## src/rtl/ins_loader_if.sv

```systemverilog
// Byte-stream input and instruction-memory write port of the boot-time instruction loader.
// The loader uses the master modport; the stream source / memory side uses slave.
interface ins_loader_if #(
    parameter int ADDR_W = 8
);
    // Stream handshake: a byte moves on a rising CLK edge only when BYTE_VLD and
    // BYTE_RDY are both high; BYTE_RDY never depends combinationally on BYTE_VLD.
    logic [7:0]        BYTE_IN;
    logic              BYTE_VLD;
    logic              BYTE_RDY;
    logic              WE;
    logic [ADDR_W-1:0] W_ADDR;
    logic [31:0]       W_Ins;

    modport master (
        input  BYTE_IN,
        input  BYTE_VLD,
        output BYTE_RDY,
        output WE,
        output W_ADDR,
        output W_Ins
    );

    modport slave (
        output BYTE_IN,
        output BYTE_VLD,
        input  BYTE_RDY,
        input  WE,
        input  W_ADDR,
        input  W_Ins
    );
endinterface

```

## src/rtl/ins_loader.sv

```systemverilog
// Boot loader: parses a counted big-endian byte stream into 32-bit words for the core's
// instruction memory. Define INS_LOADER_CHECKSUM_EN to require a trailing XOR checksum byte.
module ins_loader #(
    parameter int ADDR_W = 8,
    parameter int CNT_W  = 16
) (
    input  logic         CLK,
    input  logic         RST,
    input  logic         START,
    ins_loader_if.master bus,
    output logic         CPU_RUN,
    output logic         DONE,
    output logic         ERR,
    output logic [2:0]   dbg_state
);

    localparam int HDR_BYTES = CNT_W / 8;
    localparam int CMP_W     = ((CNT_W > ADDR_W) ? CNT_W : ADDR_W) + 2;
    localparam logic [CMP_W-1:0]  CAPACITY = {{(CMP_W-1){1'b0}}, 1'b1} << ADDR_W;
    localparam logic [ADDR_W:0]   WIDX_ONE = {{ADDR_W{1'b0}}, 1'b1};
    localparam logic [2:0]        HDR_LAST = 3'(HDR_BYTES - 1);

    typedef enum logic [2:0] {
        S_IDLE  = 3'd0,
        S_HDR   = 3'd1,
        S_DATA  = 3'd2,
        S_WRITE = 3'd3,
        S_FIN   = 3'd4,
        S_FAIL  = 3'd5
`ifdef INS_LOADER_CHECKSUM_EN
        , S_CHK = 3'd6
`endif
    } state_t;

    state_t            state_q, state_d;
    logic [CNT_W-1:0]  n_q, n_d;
    logic [2:0]        bcnt_q, bcnt_d;
    logic [ADDR_W:0]   widx_q, widx_d;
    logic [23:0]       asm_q, asm_d;
    logic              rdy_q, rdy_d;
    logic              we_q, we_d;
    logic [ADDR_W-1:0] waddr_q, waddr_d;
    logic [31:0]       wins_q, wins_d;
    logic              run_q, run_d;
    logic              done_q, done_d;
    logic              err_q, err_d;
`ifdef INS_LOADER_CHECKSUM_EN
    logic [7:0]        xor_q, xor_d;
`endif

    logic              accept;
    logic [CNT_W-1:0]  n_shift;
    logic [ADDR_W:0]   widx_inc;
    logic              to_end;
    logic              to_fin;
    logic              to_fail;

    assign accept   = bus.BYTE_VLD & rdy_q;
    assign n_shift  = (n_q << 8) | CNT_W'(bus.BYTE_IN);
    assign widx_inc = widx_q + WIDX_ONE;

    always_comb begin
        state_d = state_q;
        n_d     = n_q;
        bcnt_d  = bcnt_q;
        widx_d  = widx_q;
        asm_d   = asm_q;
        rdy_d   = rdy_q;
        we_d    = 1'b0;
        waddr_d = waddr_q;
        wins_d  = wins_q;
        run_d   = run_q;
        done_d  = done_q;
        err_d   = err_q;
        to_end  = 1'b0;
        to_fin  = 1'b0;
        to_fail = 1'b0;
`ifdef INS_LOADER_CHECKSUM_EN
        xor_d   = xor_q;
`endif

        case (state_q)
            S_IDLE, S_FIN, S_FAIL: begin
                if (START) begin
                    state_d = S_HDR;
                    rdy_d   = 1'b1;
                    run_d   = 1'b0;
                    done_d  = 1'b0;
                    err_d   = 1'b0;
                    bcnt_d  = 3'd0;
                    n_d     = '0;
`ifdef INS_LOADER_CHECKSUM_EN
                    xor_d   = 8'h00;
`endif
                end
            end
            S_HDR: begin
                if (accept) begin
                    n_d    = n_shift;
                    bcnt_d = bcnt_q + 3'd1;
`ifdef INS_LOADER_CHECKSUM_EN
                    xor_d  = xor_q ^ bus.BYTE_IN;
`endif
                    if (bcnt_q == HDR_LAST) begin
                        bcnt_d = 3'd0;
                        // Counts above capacity are refused before any write so the index cannot wrap.
                        if (n_shift == '0) begin
                            to_end = 1'b1;
                        end else if (CMP_W'(n_shift) > CAPACITY) begin
                            to_fail = 1'b1;
                        end else begin
                            state_d = S_DATA;
                            widx_d  = '0;
                        end
                    end
                end
            end
            S_DATA: begin
                if (accept) begin
                    asm_d  = {asm_q[15:0], bus.BYTE_IN};
                    bcnt_d = bcnt_q + 3'd1;
`ifdef INS_LOADER_CHECKSUM_EN
                    xor_d  = xor_q ^ bus.BYTE_IN;
`endif
                    if (bcnt_q == 3'd3) begin
                        bcnt_d  = 3'd0;
                        state_d = S_WRITE;
                        rdy_d   = 1'b0;
                        we_d    = 1'b1;
                        wins_d  = {asm_q, bus.BYTE_IN};
                        waddr_d = widx_q[ADDR_W-1:0];
                    end
                end
            end
            S_WRITE: begin
                widx_d = widx_inc;
                if (CMP_W'(widx_inc) == CMP_W'(n_q)) begin
                    to_end = 1'b1;
                end else begin
                    state_d = S_DATA;
                    rdy_d   = 1'b1;
                end
            end
`ifdef INS_LOADER_CHECKSUM_EN
            S_CHK: begin
                if (accept) begin
                    if ((xor_q ^ bus.BYTE_IN) == 8'h00) begin
                        to_fin = 1'b1;
                    end else begin
                        to_fail = 1'b1;
                    end
                end
            end
`endif
            default: begin
                state_d = S_IDLE;
                rdy_d   = 1'b0;
            end
        endcase

        // End of payload: either wait for the checksum byte or finish straight away.
`ifdef INS_LOADER_CHECKSUM_EN
        if (to_end) begin
            state_d = S_CHK;
            rdy_d   = 1'b1;
        end
`else
        if (to_end) begin
            to_fin = 1'b1;
        end
`endif
        if (to_fin) begin
            state_d = S_FIN;
            rdy_d   = 1'b0;
            done_d  = 1'b1;
            run_d   = 1'b1;
        end
        if (to_fail) begin
            state_d = S_FAIL;
            rdy_d   = 1'b0;
            err_d   = 1'b1;
            run_d   = 1'b0;
        end
    end

    always_ff @(posedge CLK or negedge RST) begin
        if (!RST) begin
            state_q <= S_IDLE;
            n_q     <= '0;
            bcnt_q  <= 3'd0;
            widx_q  <= '0;
            asm_q   <= '0;
            rdy_q   <= 1'b0;
            we_q    <= 1'b0;
            waddr_q <= '0;
            wins_q  <= '0;
            run_q   <= 1'b0;
            done_q  <= 1'b0;
            err_q   <= 1'b0;
`ifdef INS_LOADER_CHECKSUM_EN
            xor_q   <= 8'h00;
`endif
        end else begin
            state_q <= state_d;
            n_q     <= n_d;
            bcnt_q  <= bcnt_d;
            widx_q  <= widx_d;
            asm_q   <= asm_d;
            rdy_q   <= rdy_d;
            we_q    <= we_d;
            waddr_q <= waddr_d;
            wins_q  <= wins_d;
            run_q   <= run_d;
            done_q  <= done_d;
            err_q   <= err_d;
`ifdef INS_LOADER_CHECKSUM_EN
            xor_q   <= xor_d;
`endif
        end
    end

    assign bus.BYTE_RDY = rdy_q;
    assign bus.WE       = we_q;
    assign bus.W_ADDR   = waddr_q;
    assign bus.W_Ins    = wins_q;
    assign CPU_RUN      = run_q;
    assign DONE         = done_q;
    assign ERR          = err_q;
    assign dbg_state    = state_q;

    // The write strobe is a single-cycle pulse during which no byte is taken.
    a_we_pulse: assert property (@(posedge CLK) disable iff (!RST) we_q |=> !we_q);
    a_we_no_rdy: assert property (@(posedge CLK) disable iff (!RST) we_q |-> !rdy_q);
    a_done_err: assert property (@(posedge CLK) disable iff (!RST) !(done_q && err_q));
    a_run_done: assert property (@(posedge CLK) disable iff (!RST) run_q == done_q);

endmodule

```

## src/flat_wrapper.sv

```systemverilog
// flat-port wrapper written by rule: the top's interface ports become plain ports
module ins_loader_flat 
#(
    parameter int ADDR_W = 8,
    parameter int CNT_W  = 16
)
  (CLK, RST, START, CPU_RUN, DONE, ERR, dbg_state, bus_BYTE_IN, bus_BYTE_VLD, bus_BYTE_RDY, bus_WE, bus_W_ADDR, bus_W_Ins);
  ins_loader_if #(.ADDR_W(ADDR_W)) bus_i ();
  input  logic CLK;
  input  logic RST;
  input  logic START;
  output logic CPU_RUN;
  output logic DONE;
  output logic ERR;
  output logic [2:0] dbg_state;
  input wire logic [$bits(bus_i.BYTE_IN)-1:0] bus_BYTE_IN;
  input wire logic [$bits(bus_i.BYTE_VLD)-1:0] bus_BYTE_VLD;
  output wire logic [$bits(bus_i.BYTE_RDY)-1:0] bus_BYTE_RDY;
  output wire logic [$bits(bus_i.WE)-1:0] bus_WE;
  output wire logic [$bits(bus_i.W_ADDR)-1:0] bus_W_ADDR;
  output wire logic [$bits(bus_i.W_Ins)-1:0] bus_W_Ins;
  assign bus_i.BYTE_IN = bus_BYTE_IN;
  assign bus_i.BYTE_VLD = bus_BYTE_VLD;
  assign bus_BYTE_RDY = bus_i.BYTE_RDY;
  assign bus_WE = bus_i.WE;
  assign bus_W_ADDR = bus_i.W_ADDR;
  assign bus_W_Ins = bus_i.W_Ins;
  ins_loader #(.ADDR_W(ADDR_W), .CNT_W(CNT_W)) u_core (.CLK(CLK), .RST(RST), .START(START), .bus(bus_i), .CPU_RUN(CPU_RUN), .DONE(DONE), .ERR(ERR), .dbg_state(dbg_state));
endmodule
```

## config.mk

```make
export PLATFORM = sky130hd
export DESIGN_NAME = ins_loader_flat
export DESIGN_NICKNAME = d
export VERILOG_FILES = /design/src/rtl/ins_loader_if.sv /design/src/rtl/ins_loader.sv /design/src/flat_wrapper.sv
export SDC_FILE = /design/constraint.sdc
export NUM_CORES = 1
export LEC_CHECK = 0
export CAP_MARGIN = 5
export CORE_MARGIN = 2
export CORE_UTILIZATION = 30
export DETAILED_ROUTE_END_ITERATION = 12
export GPL_ROUTABILITY_DRIVEN = 0
export PLACE_DENSITY = 0.52
export SLEW_MARGIN = 10
export SYNTH_ARGS = -nofsm -noshare
export SYNTH_HDL_FRONTEND = slang
export SYNTH_SLANG_ARGS = --single-unit
```

## constraint.sdc

```tcl
create_clock -name CLK -period 2.65 [get_ports CLK]
set_input_delay 0.3975 -clock CLK [delete_from_list [all_inputs] [get_ports CLK]]
set_output_delay 0.3975 -clock CLK [all_outputs]
set_load 0.02 [all_outputs]
```

; ---- After elaboration in Yosys (flattened, before gate mapping)
; Index checks and enable logic that the tools add are counted.
[word_totals]
ff_bits = 100
latchBits = 0
ramBits = 0
mem_bits_ro = 0
in_bits = 12
output_inout_bits = 48
elab_cells = 113
memories = 0
[classes]
n_addsub = 2
multipliers = 0
div = 0
order_cmp = 1
eq_ne = 23
shift = 0
mux = 51
bitwise_logic = 2
reduce_logical = 22
[op_table]
columns = cell, n
row1 = 3-bit 2-to-1 mux, 15
row2 = 9-bit 2-to-1 mux, 4
row3 = 16-bit 2-to-1 mux, 2
row4 = 16-bit one-hot mux with 2 select lines, 1
row5 = 1-bit 2-to-1 mux, 24
row6 = 9-bit one-hot mux with 2 select lines, 1
row7 = 9-bit by 16-bit == test with 1-bit output, 1
row8 = 16-bit by 9-bit greater-than comparator with 1-bit output (second input constant), 1
row9 = 16-bit logical NOT, 1
row10 = 4-bit by 1-bit inequality test with 1-bit output (second input constant), 4
row11 = 4-bit by 2-bit inequality test with 1-bit output (second input constant), 4
row12 = 16-bit by 8-bit bitwise OR with 16-bit output, 1
row13 = 3-bit one-hot mux with 4 select lines, 1
row14 = 2-bit nonzero test, 6
row15 = 5-bit AND reduction, 2
row16 = 9-bit by 1-bit adder with 9-bit output (second input constant), 1
row17 = 3-bit by 2-bit == test with 1-bit output (second input constant), 3
row18 = 3-bit one-hot mux with 3 select lines, 1
row19 = 3-bit nonzero test, 3
row20 = 2-bit AND reduction, 4
row21 = 8-bit AND reduction, 1
row22 = 3-bit by 1-bit == test with 1-bit output (second input constant), 2
row23 = 3-bit == test (second input constant), 2
row24 = 2-bit by 1-bit inequality test with 1-bit output (second input constant), 3
row25 = 10 further kinds, 13

; ---- Longest topological paths before layout
; Gate-level depths: netlist of the first run.
[logic_depth]
depth_word = 9
ltp_mapped = 8
depth_no_buf = 8

; ---- Worst setup path before layout of the first run
; No wires, ideal clock.
[synth_timing]
kind = flip-flop to flip-flop
from = reg u_core.widx_q[0]
to = reg u_core.rdy_q (netlist: u_core.bus.BYTE_RDY)
setup_time_ns = 0.120
arrival_ns = 1.774
slack_ns = 0.756
stages_incl_launch_ff = 8
synth_period_minus_slack_ns = 1.894
path_cell_list = dfrtp_1 > ha_1 > and3_1 > nand3_1 > xnor2_1 > nor4_2 > nand3b_2 > a31o_1
[synth_between]
elab_chain_len = 7
elab_cells_between_ends = 13
classes_between = add/sub (1) / eq/ne (6) / mux (5) / reduce/logical (1)
[synth_rtl]
columns = item, line_no
row1 = start: declaration, ins_loader.sv:38  ; logic [ADDR_W:0] widx_q, widx_d;
row2 = start signal: assignment, ins_loader.sv:207  ; widx_q <= widx_d;
row3 = 9-bit by 1-bit adder with 9-bit output (*), ins_loader.sv:60  ; assign widx_inc = widx_q + WIDX_ONE;
row4 = 9-bit by 16-bit == test with 1-bit output (*), ins_loader.sv:137  ; if (CMP_W'(widx_inc) == CMP_W'(n_q)) begin
row5 = 1-bit 2-to-1 mux, ins_loader.sv:137
row6 = 1-bit one-hot mux with 2 select lines, ins_loader.sv:82  ; case (state_q)
row7 = 1-bit 2-to-1 mux, ins_loader.sv:168  ; if (to_end) begin
row8 = "4-bit by 2-bit inequality test with 1-bit output (no line), or another cell as far along", n/a
row9 = 5-bit AND reduction (no line) or 1-bit 2-to-1 mux (tied branches), n/a
row10 = end signal: assignment, ins_loader.sv:209  ; rdy_q <= rdy_d;
row11 = end: declaration, ins_loader.sv:40  ; logic rdy_q, rdy_d;
; Every way passes the cells marked *; elsewhere a longest branch is shown, timed or not.
; A chain may end at the register's enable or synchronous reset.

; ---- Worst setup path after layout of the first run
[layout_timing]
from = in bus_BYTE_IN[0]
to = reg u_core.widx_q[8]
[layout_between]
elab_chain_len = 4
elab_cells_between_ends = 6
classes_between = order compare (1) / eq/ne (2) / bitwise (1) / reduce/logical (2)
[layout_rtl]
columns = item, line_no
row1 = start: declaration, flat_wrapper.sv:16  ; input wire logic [$bits(bus_i.BYTE_IN)-1:0] bus_BYTE_IN;
row2 = 16-bit by 8-bit bitwise OR with 16-bit output (*), ins_loader.sv:59  ; assign n_shift = (n_q << 8) | CNT_W'(bus.BYTE_IN);
row3 = 16-bit by 9-bit greater-than comparator with 1-bit output or 16-bit logical NOT (tied branches), "ins_loader.sv:109, ins_loader.sv:107"
row4 = 2-bit inequality test (no line), n/a
row5 = 5-bit AND reduction (no line) (*), n/a
; Marks and branches as above.

==> out/metrics.cfg, run 1 <==
[routing]
first_iter_violations=138
vias=3238
drt_pass1_iterations=5
drc_errors=0
vias_per_cell=4.77
avgRoutedWirePerCell_um=14.4
wl_um=9810
ant_nets=0

[logic_synthesis]
synth-async-reset-ratio_pct=100
synthFlopType=dfrtp_1
ys_warn_count=0
syn_area_per_cell_um2=10.4
synth_top_area_share_pct=57.0
synth_top_area_cell=dfrtp_1
synth_area_leaders=dfrtp_1 (57%), nand2_1 (12%), mux2_2 (6.2%), a22o_1 (3.4%), xnor2_1 (1.8%)
syn_area_um2=4390
synthCells=423
synth_edf_count=0
ys_ff_latch=100
synthDistinctLibCells=54
synth_fp_nets=440
ys_seq_area_share_pct=57.0

[final_layout]
drive_gt1_share_pct=13.7
mostFrequentLayoutCells=nand2_1 (135), dfrtp_1 (100), clkdlybuf4s50_1 (58), mux2_2 (24), a22o_1 (17)
layout-area-overhead-vs-synth_pct=26.1
mostFrequentLayoutCell=nand2_1
layoutNonFillerInstCount=679
layout.nets=507
diodes=0

[sta]
tns_ns=0
finalCritPeriodShare_pct=84.6
rsz0062_at_grt=false
finalMaxSlewViolations=0
setup_viol=0
worst_pin_slew_ns=0.649
hold_viol=0
fmax_mhz=446
period_needed_ns=2.24
fin_worst_skew_ns=0.00849
relSlewSlack_pct=56.7

[die]
fp-row-count=44
die_x_um=125
core_area_um2=14400
boundaryPins=60
die_h_um=125
initial_core_util_pct=30.5
die_area_um2=15600

[clocking]
cts_buffer_depth=2
hold_buffers=0
htree_num_levels=3
numCtsBuffers=9
clkLatencyLatePin_ns=0.33
ctsResizeCount=0
clkTransAtPathRegs_ns=0.07
cts_tree=built
clock-sinks=100
post_cts_buffers=0
root_buffer=clkbuf_16

[place]
placed_cells=663
hpwl_um=7060
io_buffers=59

[global_route]
grt_pass1_wl_um=16600
grt-ovfl-total=0
grt_usage_pct=13.1
grt_pass1_vias=3233
antenna_found_initial=0
grt_max_degree=51

[setup_path]
critPathKind=primary input to flip-flop
cpLargestDelayFamily=simple AND/OR/NAND/NOR gates
critical_path.endpoint_type=flip-flop
cp-start-kind=primary input
worstPathRequired_ns=2.87
worstPathMaxFanout=4
critPathSlowestCell=nor4_1
path_cells=clkdlybuf4s50_1 -> nor4_1 -> a21boi_0 -> nor4b_2 -> o21ai_1 -> a211o_1
critical_path_buf_inv_count=1
crit_cells=6
cp_slowest_stage_delay_ns=0.57
rr_worst_depth=7
r2r_setup_slack_ns=0.42
arrival_ns=2.46

[flow_run]
max_cap_violations=0

[pwr]
p_per_area_nw_per_um2=959
p_leak_uw=0.00262
ir_worst_vdd_mv=0.513

[run_status]
status=completed

[hold_path]
min_path_type=primary input to async pin

[synthesized netlist by cell type (2+ instances only)]
library cell and number:
nand2b_1 5, xnor2_1 9, nor4_1 5, nor3_2 2, nand3_1 5, nor4_2 2, o21a_1 2, and3_1 4
xor2_1 4, and2_1 2, nand4_1 2, clkbuf_1 8, o21ai_0 6, nor2_1 13, o21ai_1 3, dfrtp_1 100
inv_1 5, o22a_1 2, or3_1 3, a21boi_0 3, a21oi_1 11, nor2b_1 2, nand2_1 135, nor3_1 5
a21o_1 2, mux2_2 24, ha_1 5, buf_2 9, a22o_1 17, a31oi_1 4
[sequential cells by signal (all words and copies together) (netlist names)]
register / count
u_core.DONE: 1
u_core.dbg_state: 3
u_core.bus.WE: 1
u_core.CPU_RUN: 1
u_core.bcnt_q: 3
u_core.n_q: 16
u_core.widx_q: 9
u_core.bus.W_ADDR: 8
u_core.ERR: 1
u_core.bus.W_Ins: 32
u_core.bus.BYTE_RDY: 1
u_core.asm_q: 24
[final cells by class]
cell class,count,area (um^2)
clock inverter,6,41.3
multi-input combinational,298,1780
timing repair buffer,75,733
fill,1460,8880
clock buffer,10,229
inverter,6,22.5
sequential,100,2500
tap,184,230
[metal layers]
layer / share of wire, % / vias up / GRT usage (%) / routed length (um)
met4: 0.54 / 0 / 3.92 / 53
met2: 47 / 60 / 19.9 / 4580
met5: 0 / - / 0 / 0
li1: - / 1580 / - / -
met3: 3.5 / 2 / 3.25 / 345
met1: 49 / 1596 / 18.7 / 4830
[per-stage QoR]
step	setup WS [ns]	hold slack (ns)	instance area [um^2]	utilization [%]	total power, uW
finish	0.407	0.0836	5540	38.4	5310
global route	0.193	0.137	5540	38.4	5670
CTS	0.359	0.112	5540	38.4	5370
detailed placement	0.0219	0.456	5270	36.5	4170
global placement	0.0331	0.455	5270	36.5	4130
floorplan	0.756	0.102	4390	-	3510
[cells by family (layout without fill, tap and decap cells)]
family	Yosys count	in the layout	share of synthesized area (%)
flip-flops	100	100	57.0
AND/OR/NAND/NOR	194	194	20.1
multiplexers	25	25	6.38
adder cells (fa/ha/maj)	5	5	1.42
XOR/XNOR	13	13	2.59
buffers and inverters	25	97	2.65
AO/OA/AOI/OAI	61	61	9.94
[report_power, final]
part / internal, uW / switching [uW] / leakage (uW)
clock network: 637 / 549 / 0.000136
logic: 900 / 869 / 0.00114
registers: 1950 / 411 / 0.00133
[path summary, 6_finish.rpt]
| kind | from | endpoint |
|---|---|---|
| setup / recovery | bus_BYTE_IN[0] | u_core.widx_q[8] |
| hold / removal | RST | u_core.bus.W_Ins[27] |
| hold reg to reg | u_core.asm_q[19] | u_core.bus.W_Ins[27] |
| max in group asynchronous | RST | u_core.bus.W_ADDR[6] |
| min in group CLK | u_core.asm_q[19] | u_core.bus.W_Ins[27] |
| setup reg to reg | u_core.widx_q[1] | u_core.bus.BYTE_RDY |
(Power assumes the default switching activity.)
==> inputs of run 2 (changes only) <==
==> constraint.sdc (replaced) <==
create_clock -name CLK -period 2.2 [get_ports CLK]
set_input_delay 0.33 -clock CLK [delete_from_list [all_inputs] [get_ports CLK]]
set_output_delay 0.33 -clock CLK [all_outputs]
set_load 0.02 [all_outputs]
==> out/metrics.cfg, run 2 (synthesized netlist as in run 1, its figures left out) <==
[die]
die_area_um2=15600
initial_core_util_pct=30.5
fp-row-count=44
die_h_um=125
die_x_um=125
boundaryPins=60
core_area_um2=14400

[final_layout]
drive_gt1_share_pct=17.0
layoutNonFillerInstCount=697
mostFrequentLayoutCells=nand2_1 (135), dfrtp_1 (100), clkdlybuf4s50_1 (58), buf_4 (31), mux2_2 (24)
largest_register_ffs=32
mostFrequentLayoutCell=nand2_1
utilization_pct=39.6
diodes=0
layout-area-overhead-vs-synth_pct=30.0
layout.nets=525

[routing]
drt_pass1_iterations=4
ant_nets=0
wl_um=10200
avgRoutedWirePerCell_um=14.6
first_iter_violations=190
drc_errors=0
vias_per_cell=4.68
vias=3260

[sta]
fmax_mhz=495
tns_ns=0
holdWs_ns=0.409
finalMaxSlewViolations=0
worst_pin_slew_ns=0.685
relSlewSlack_pct=54.3
rsz0062_at_grt=false
period_needed_ns=2.02
finalCritPeriodShare_pct=91.8
fin_worst_skew_ns=0.00547
timing.final.ws_setup_ns=0.180
hold_viol=0
setup_viol=0

[global_route]
grt_pass1_wl_um=17300
grt_pass1_vias=3355
grt-ovfl-total=0
grt_usage_pct=13.7
top_usage_layer=met2
antenna_found_initial=0
use_met3_pct=3.94
gr-usage-met1_pct=19.0
grtUsageMet2_pct=21.4
grt_max_degree=41

[hold_path]
min_path_type=primary input to async pin

[clocking]
post_cts_buffers=0
htree_num_levels=3
root_buffer=clkbuf_16
numCtsBuffers=9
clkTransAtPathRegs_ns=0.07
cts_buffer_depth=2
clkLatencyLatePin_ns=0.35
cts_tree=built
clock-sinks=100

[setup_path]
critPathKind=primary input to flip-flop
worstPathRequired_ns=2.43
rr_worst_depth=8
critical_path.endpoint_type=flip-flop
reg2reg_to=u_core.dbg_state[2]
crit_path_start=bus_BYTE_IN[4]
arrival_ns=2.25
r2r_setup_slack_ns=0.20
cp-start-kind=primary input
r2r-start=u_core.widx_q[1]
worstPathMaxFanout=4

[run_status]
status=completed

[pwr]
p_per_area_nw_per_um2=1140
clkPwrFrac_pct=22.8
p_switching_uw=2250
p_leak_uw=0.00270
ir_worst_vdd_mv=0.474
switching_share_pct=34.5
pwr-share-comb_pct=34.2
p_seq_share_pct=43.0
p_int_uw=4280

[place]
hpwl_um=7340
placed_cells=680
io_buffers=59
dp_slack_ns=-0.294

[flow_run]
max_cap_violations=0

==> run 2: power by group through the flow <==
stage	clock network, uW	logic [uW]	registers [uW]
global placement	0	2180	2830
CTS	1540	2240	2810
floorplan	0	1400	2830
global route	1610	2460	2890
finish	1490	2230	2810
detailed placement	0	2230	2840
==> run 2: worst max-delay path by stage <==
stage	endpoint	slack [ns]	cells after the start
4_1_cts	u_core.widx_q[8]	0.06	7
6_report	u_core.widx_q[8]	0.18	7
3_3_place_gp	u_core.widx_q[8]	-0.24	7
2_1_floorplan	u_core.bus.BYTE_RDY	0.31	7
5_1_grt	u_core.dbg_state[2]	0.02	8
3_5_place_dp	u_core.widx_q[8]	-0.29	7
==> run 2: stage by stage <==
stage,power [uW],cell area [um^2]
finish,6530,5710
global route,6960,5710
CTS,6590,5700
detailed placement,5070,5410
global placement,5010,5410
floorplan,4230,4390
==> run 2: what timing repair did <==
action                     CTS  global route
hold buffers                 1             0
resized for setup            0             1
hold endpoints to repair    17             0
setup endpoints to repair    0             1
==> run 2: per-layer routing <==
metal  part of all wire (%)  up-vias
li1                       -     1614
met1                     49     1583
met2                     46       57
met3                    3.6        6
met4                   0.86        0
met5                      0        -
==> run 2: worst max-delay path: stages <==
cell,delay (ns)
clkdlybuf4s50_1,0.43
nor4_2,0.38
buf_4,0.18
a21boi_0,0.15
nor4b_2,0.30
o21ai_1,0.17
a211o_1,0.31
==> run 2: layout make-up <==
class                   count  area (um^2)
fillers                  1442         8710
flip-flops and latches    100         2500
multi-input cells         298         1790
repair buffers             93          883
clock buffers              11          243
well taps                 184          230
clock inverters             5         37.5
inverters                   6         22.5
==> inputs of run 3 (changes only) <==
--- a/config.mk
+++ b/config.mk
@@ -6,11 +6,12 @@
 export NUM_CORES = 1
 export LEC_CHECK = 0
 export CAP_MARGIN = 5
+export CORE_ASPECT_RATIO = 0.5
 export CORE_MARGIN = 2
-export CORE_UTILIZATION = 30
+export CORE_UTILIZATION = 55
 export DETAILED_ROUTE_END_ITERATION = 12
 export GPL_ROUTABILITY_DRIVEN = 0
-export PLACE_DENSITY = 0.52
+export PLACE_DENSITY = 0.83
 export SLEW_MARGIN = 10
 export SYNTH_ARGS = -nofsm -noshare
 export SYNTH_HDL_FRONTEND = slang
==> out/metrics.cfg, run 3 (synthesized netlist as in run 1, its figures left out) <==
[sta]
fmax_mhz=492
rsz0062_at_grt=false
setup_viol=0
hold_viol=0
period_needed_ns=2.03
finalMaxSlewViolations=0
finalCritPeriodShare_pct=92.3
relSlewSlack_pct=51.4
worst_pin_slew_ns=0.729
fin_worst_skew_ns=0.00803

[routing]
first_iter_violations=290
vias=3462
vias_per_cell=5.62
drt_pass1_iterations=5
drc_errors=0
ant_nets=0
avgRoutedWirePerCell_um=16.5
wl_um=10200

[clocking]
clkLatencyLatePin_ns=0.35
cts_buffer_depth=2
clkTransAtPathRegs_ns=0.07
htree_num_levels=3
root_buffer=clkbuf_16
clock-sinks=100
cts_tree=built
numCtsBuffers=9

[setup_path]
cp-start-kind=flip-flop
critical_path.endpoint_type=flip-flop
rr_worst_depth=6
critPathKind=flip-flop to flip-flop
critPathSlowestCell=dfrtp_1
r2r-start=u_core.dbg_state[0]
worstPathRequired_ns=2.44
r2r_setup_slack_ns=0.17
arrival_ns=2.27
worstPathMaxFanout=11
reg2reg_to=u_core.bus.BYTE_RDY
path_cells=nor2b_2 -> and2_1 -> nand4_1 -> nor4_2 -> nand3b_2 -> a31o_1
cp_slowest_stage_delay_ns=0.46
cpLargestDelayFamily=simple AND/OR/NAND/NOR gates
critical_path_buf_inv_count=0

[global_route]
antenna_found_initial=0
grt-ovfl-total=0
grt_max_degree=51
grt_pass1_vias=3358
grt_usage_pct=25.7
grt_pass1_wl_um=16900

[final_layout]
layout-area-overhead-vs-synth_pct=27.0
multiInputGateArea_um2=1780
utilization_pct=74.0
largest_register_ffs=32
mostFrequentLayoutCell=nand2_1
layoutNonFillerInstCount=616
drive_gt1_share_pct=15.9
seq_area_um2=2500
fillers=542
diodes=0
mostFrequentLayoutCells=nand2_1 (135), dfrtp_1 (100), clkdlybuf4s50_1 (58), buf_4 (27), mux2_2 (24)
layout.nets=520

[die]
die_area_um2=8760
boundaryPins=60
fp-row-count=22
initial_core_util_pct=58.2
die_h_um=67.2
die_x_um=130
core_area_um2=7540

[flow_run]
max_cap_violations=0

[run_status]
status=completed

[place]
hpwl_um=6960
io_buffers=59
placed_cells=599

[pwr]
p_leak_uw=0.00268
ir_worst_vdd_mv=0.723
p_per_area_nw_per_um2=1190

[hold_path]
min_path_type=primary input to async pin

run 3: worst max path at each step:
stage / slack [ns] / from / cells after the start / to
after detailed placement: -0.03 / bus_BYTE_IN[1] / 7 / u_core.widx_q[8]
final: 0.17 / u_core.dbg_state[0] / 6 / u_core.bus.BYTE_RDY
after global routing: 0.05 / u_core.widx_q[3] / 6 / u_core.bus.BYTE_RDY
after global placement: -0.01 / bus_BYTE_IN[1] / 7 / u_core.widx_q[8]
after CTS: 0.09 / u_core.dbg_state[0] / 4 / u_core.n_q[9]
after floorplan: 0.31 / u_core.widx_q[0] / 7 / u_core.bus.BYTE_RDY
run 3: stage by stage:
| step | TNS (ns) | instance area (um^2) | setup slack [ns] | power [uW] | hold WS (ns) |
|---|---|---|---|---|---|
| after floorplan | 0 | 4390 | 0.306 | 4230 | 0.0344 |
| after global placement | -0.0147 | 5260 | -0.0147 | 4930 | 0.265 |
| after detailed placement | -0.0546 | 5260 | -0.0283 | 5020 | 0.260 |
| after CTS | 0 | 5570 | 0.0872 | 6650 | 0.426 |
| after global routing | 0 | 5580 | 0.0464 | 7000 | 0.451 |
| final | 0 | 5580 | 0.168 | 6630 | 0.434 |
run 3: per-layer routing:
layer | vias to the layer above | wire (um) | GRT usage [%]
li1 | 1608 | - | -
met1 | 1707 | 4480 | 34.7
met2 | 128 | 4860 | 40.8
met3 | 19 | 595 | 6.74
met4 | 0 | 218 | 9.84
met5 | - | 0 | 0
run 3: what timing repair did:
item / 4_1_cts / 5_1_grt
hold buffers: 1 / 0
endpoints found under the hold margin: 26 / 0
gates resized for setup: 0 / 1
endpoints found under the setup margin: 0 / 5
setup buffers: 0 / 0
run 3: cell type report:
cell class / count / area share (%)
clock buffer: 10 / 4.10
inverter: 6 / 0.404
multi-input combinational: 298 / 32.0
tap: 108 / 2.42
sequential: 100 / 44.9
clock inverter: 6 / 1.28
timing repair buffer: 88 / 14.9
run 3: report_power, final:
group | switching, uW | leakage [uW] | internal, uW
combinational | 1090 | 0.00121 | 1110
sequential | 497 | 0.00133 | 2340
clock | 698 | 0.000140 | 894
total | 2280 | 0.00268 | 4340
==> edit: new RTL, flow settings as in run 3 <==
`CNT_W` is set to 16 in 2 places; all go to 20.
--- a/src/rtl/ins_loader.sv
+++ b/src/rtl/ins_loader.sv
@@ -2,7 +2,7 @@
 // instruction memory. Define INS_LOADER_CHECKSUM_EN to require a trailing XOR checksum byte.
 module ins_loader #(
     parameter int ADDR_W = 8,
-    parameter int CNT_W  = 16
+    parameter int CNT_W  = 20
 ) (
     input  logic         CLK,
     input  logic         RST,
--- a/src/flat_wrapper.sv
+++ b/src/flat_wrapper.sv
@@ -2,7 +2,7 @@
 module ins_loader_flat 
 #(
     parameter int ADDR_W = 8,
-    parameter int CNT_W  = 16
+    parameter int CNT_W  = 20
 )
   (CLK, RST, START, CPU_RUN, DONE, ERR, dbg_state, bus_BYTE_IN, bus_BYTE_VLD, bus_BYTE_RDY, bus_WE, bus_W_ADDR, bus_W_Ins);
   ins_loader_if #(.ADDR_W(ADDR_W)) bus_i ();
Formal check against the unedited RTL: same outputs for any inputs over 10 cycles, from zero or initial values and one cycle with RST low; that may be too few to reach the edited logic, so the function may still have changed.
==> edit against run 3 <==
  * Sequential power about the same
  * Clock power is 4% higher
  * Sequential cell count grew 4
  * Non-clock buffer count is 4 higher
  * First-iteration DRC count decreased by 1.0%
  * Area after synthesis grew 3.6%
  * Routed wire length is 3.9% higher
  * Worst hold slack lost 26 ps
  * Total power is 1.9% higher
  * Setup slack got worse by 61 ps
  * Final area up 4.3%
  * Critical endpoint is now u_core.dbg_state[1]
  * Highest routed layer unchanged
==> edit: results <==
[timing]
finalClockSkew_ps = 10.9

[yosys]
syn_nets = 383
synth_common_cells = "104 x dfrtp_1, 63 x mux2_2, 26 x nand2_1"
synthTopCellsByArea = "dfrtp_1 57%, mux2_2 16%, a22o_1 4.2%, nand2_1 2.1%, o21ai_0 1.5%"
ys_types = 46
ys_seq_elements = 104
seq_area_frac_synth = 0.572

[setup_path]
cp_max_fo = 6
r2r_cells = 8
endpoint = "u_core.dbg_state[1]"
rrSetupSlack_ps = 110
r2r_start = "u_core.widx_q[1]"
cp.arrival_ps = 2300
slowest_stage = "dfrtp_2"

[cells_and_area]
nFillCells = 498
final_layout_size_suffix_gt1_frac = 0.272

[grt]
grt_max_degree = 82
grt_pass1_wl_mm = 17.2
grt_pass1_vias = 3471
grtUsageTotal = 0.248

[placement]
place_area_um2 = 5480
place_hpwl_mm = 7.17

[pwr]
intPower_mw = 4.31
ir_worst_vdd_mv = 0.614

[drt]
post_drt_wl_per_cell_um = 18.6
route.vias.total = 3355

[status]
status = "finished clean"

[clock_network]
htree_levels = 3
## edit: per-stage QoR
stage	hold slack (ps)	std cells	setup WS (ps)	power [mW]	util
final	408	568	107	6.75	0.724
after global routing	423	568	14.0	7.11	0.724
after CTS	419	568	28.6	6.68	0.722
after floorplan	34.4	366	264	4.17	-
after detailed placement	244	551	-243	5.01	0.682
after global placement	236	551	-234	4.87	0.682
## edit: routing by layer
layer,global-route usage,vias up,wire length (um)
met5,0,-,0
met4,0.101,0,282
met3,0.0615,40,617
met2,0.420,141,5000
met1,0.315,1671,4660
li1,-,1503,-
## edit: timing repair
action | in CTS | in global routing
resized for setup | 0 | 6
hold buffers | 1 | 0
setup endpoints to repair | 0 | 7
hold endpoints to repair | 23 | 0
## edit: how the worst min path moves through the flow
stage	end	slack [ps]	cells after the start
5_1_grt	u_core.bus.W_Ins[13]	420	2
3_5_place_dp	u_core.bus.W_Ins[13]	240	1
3_3_place_gp	u_core.bus.W_Ins[13]	240	1
6_report	u_core.bus.W_Ins[13]	410	2
2_1_floorplan	u_core.CPU_RUN	30	0
4_1_cts	u_core.bus.W_Ins[13]	420	2
## edit: cell type report
class / instances / area (um2) / area share
clock inverters: 7 / 83.8 / 0.0144
inverters: 7 / 26.3 / 0.00452
multi-input cells: 237 / 1860 / 0.320
well taps: 112 / 140 / 0.0241
repair buffers: 92 / 876 / 0.151
flip-flops and latches: 104 / 2610 / 0.448
clock buffers: 9 / 225 / 0.0387
## edit: power groups by stage
| stage | sequential [mW] | clock, mW | combinational, mW |
|---|---|---|---|
| 2_1_floorplan | 2.74 | 0 | 1.43 |
| 3_3_place_gp | 2.80 | 0 | 2.07 |
| 3_5_place_dp | 2.83 | 0 | 2.18 |
| 4_1_cts | 2.81 | 1.67 | 2.19 |
| 5_1_grt | 2.89 | 1.77 | 2.45 |
| 6_report | 2.84 | 1.65 | 2.27 |
## edit: cell families (layout without fill, tap and decap cells)
group | count (synthesis) | after routing | synth area share
compound gates | 75 | 75 | 0.118
buf+inv | 25 | 115 | 0.0245
mux | 63 | 63 | 0.156
fa+ha+maj | 5 | 5 | 0.0137
xor+xnor | 10 | 10 | 0.0192
simple gates | 84 | 84 | 0.0970
flops | 104 | 104 | 0.572
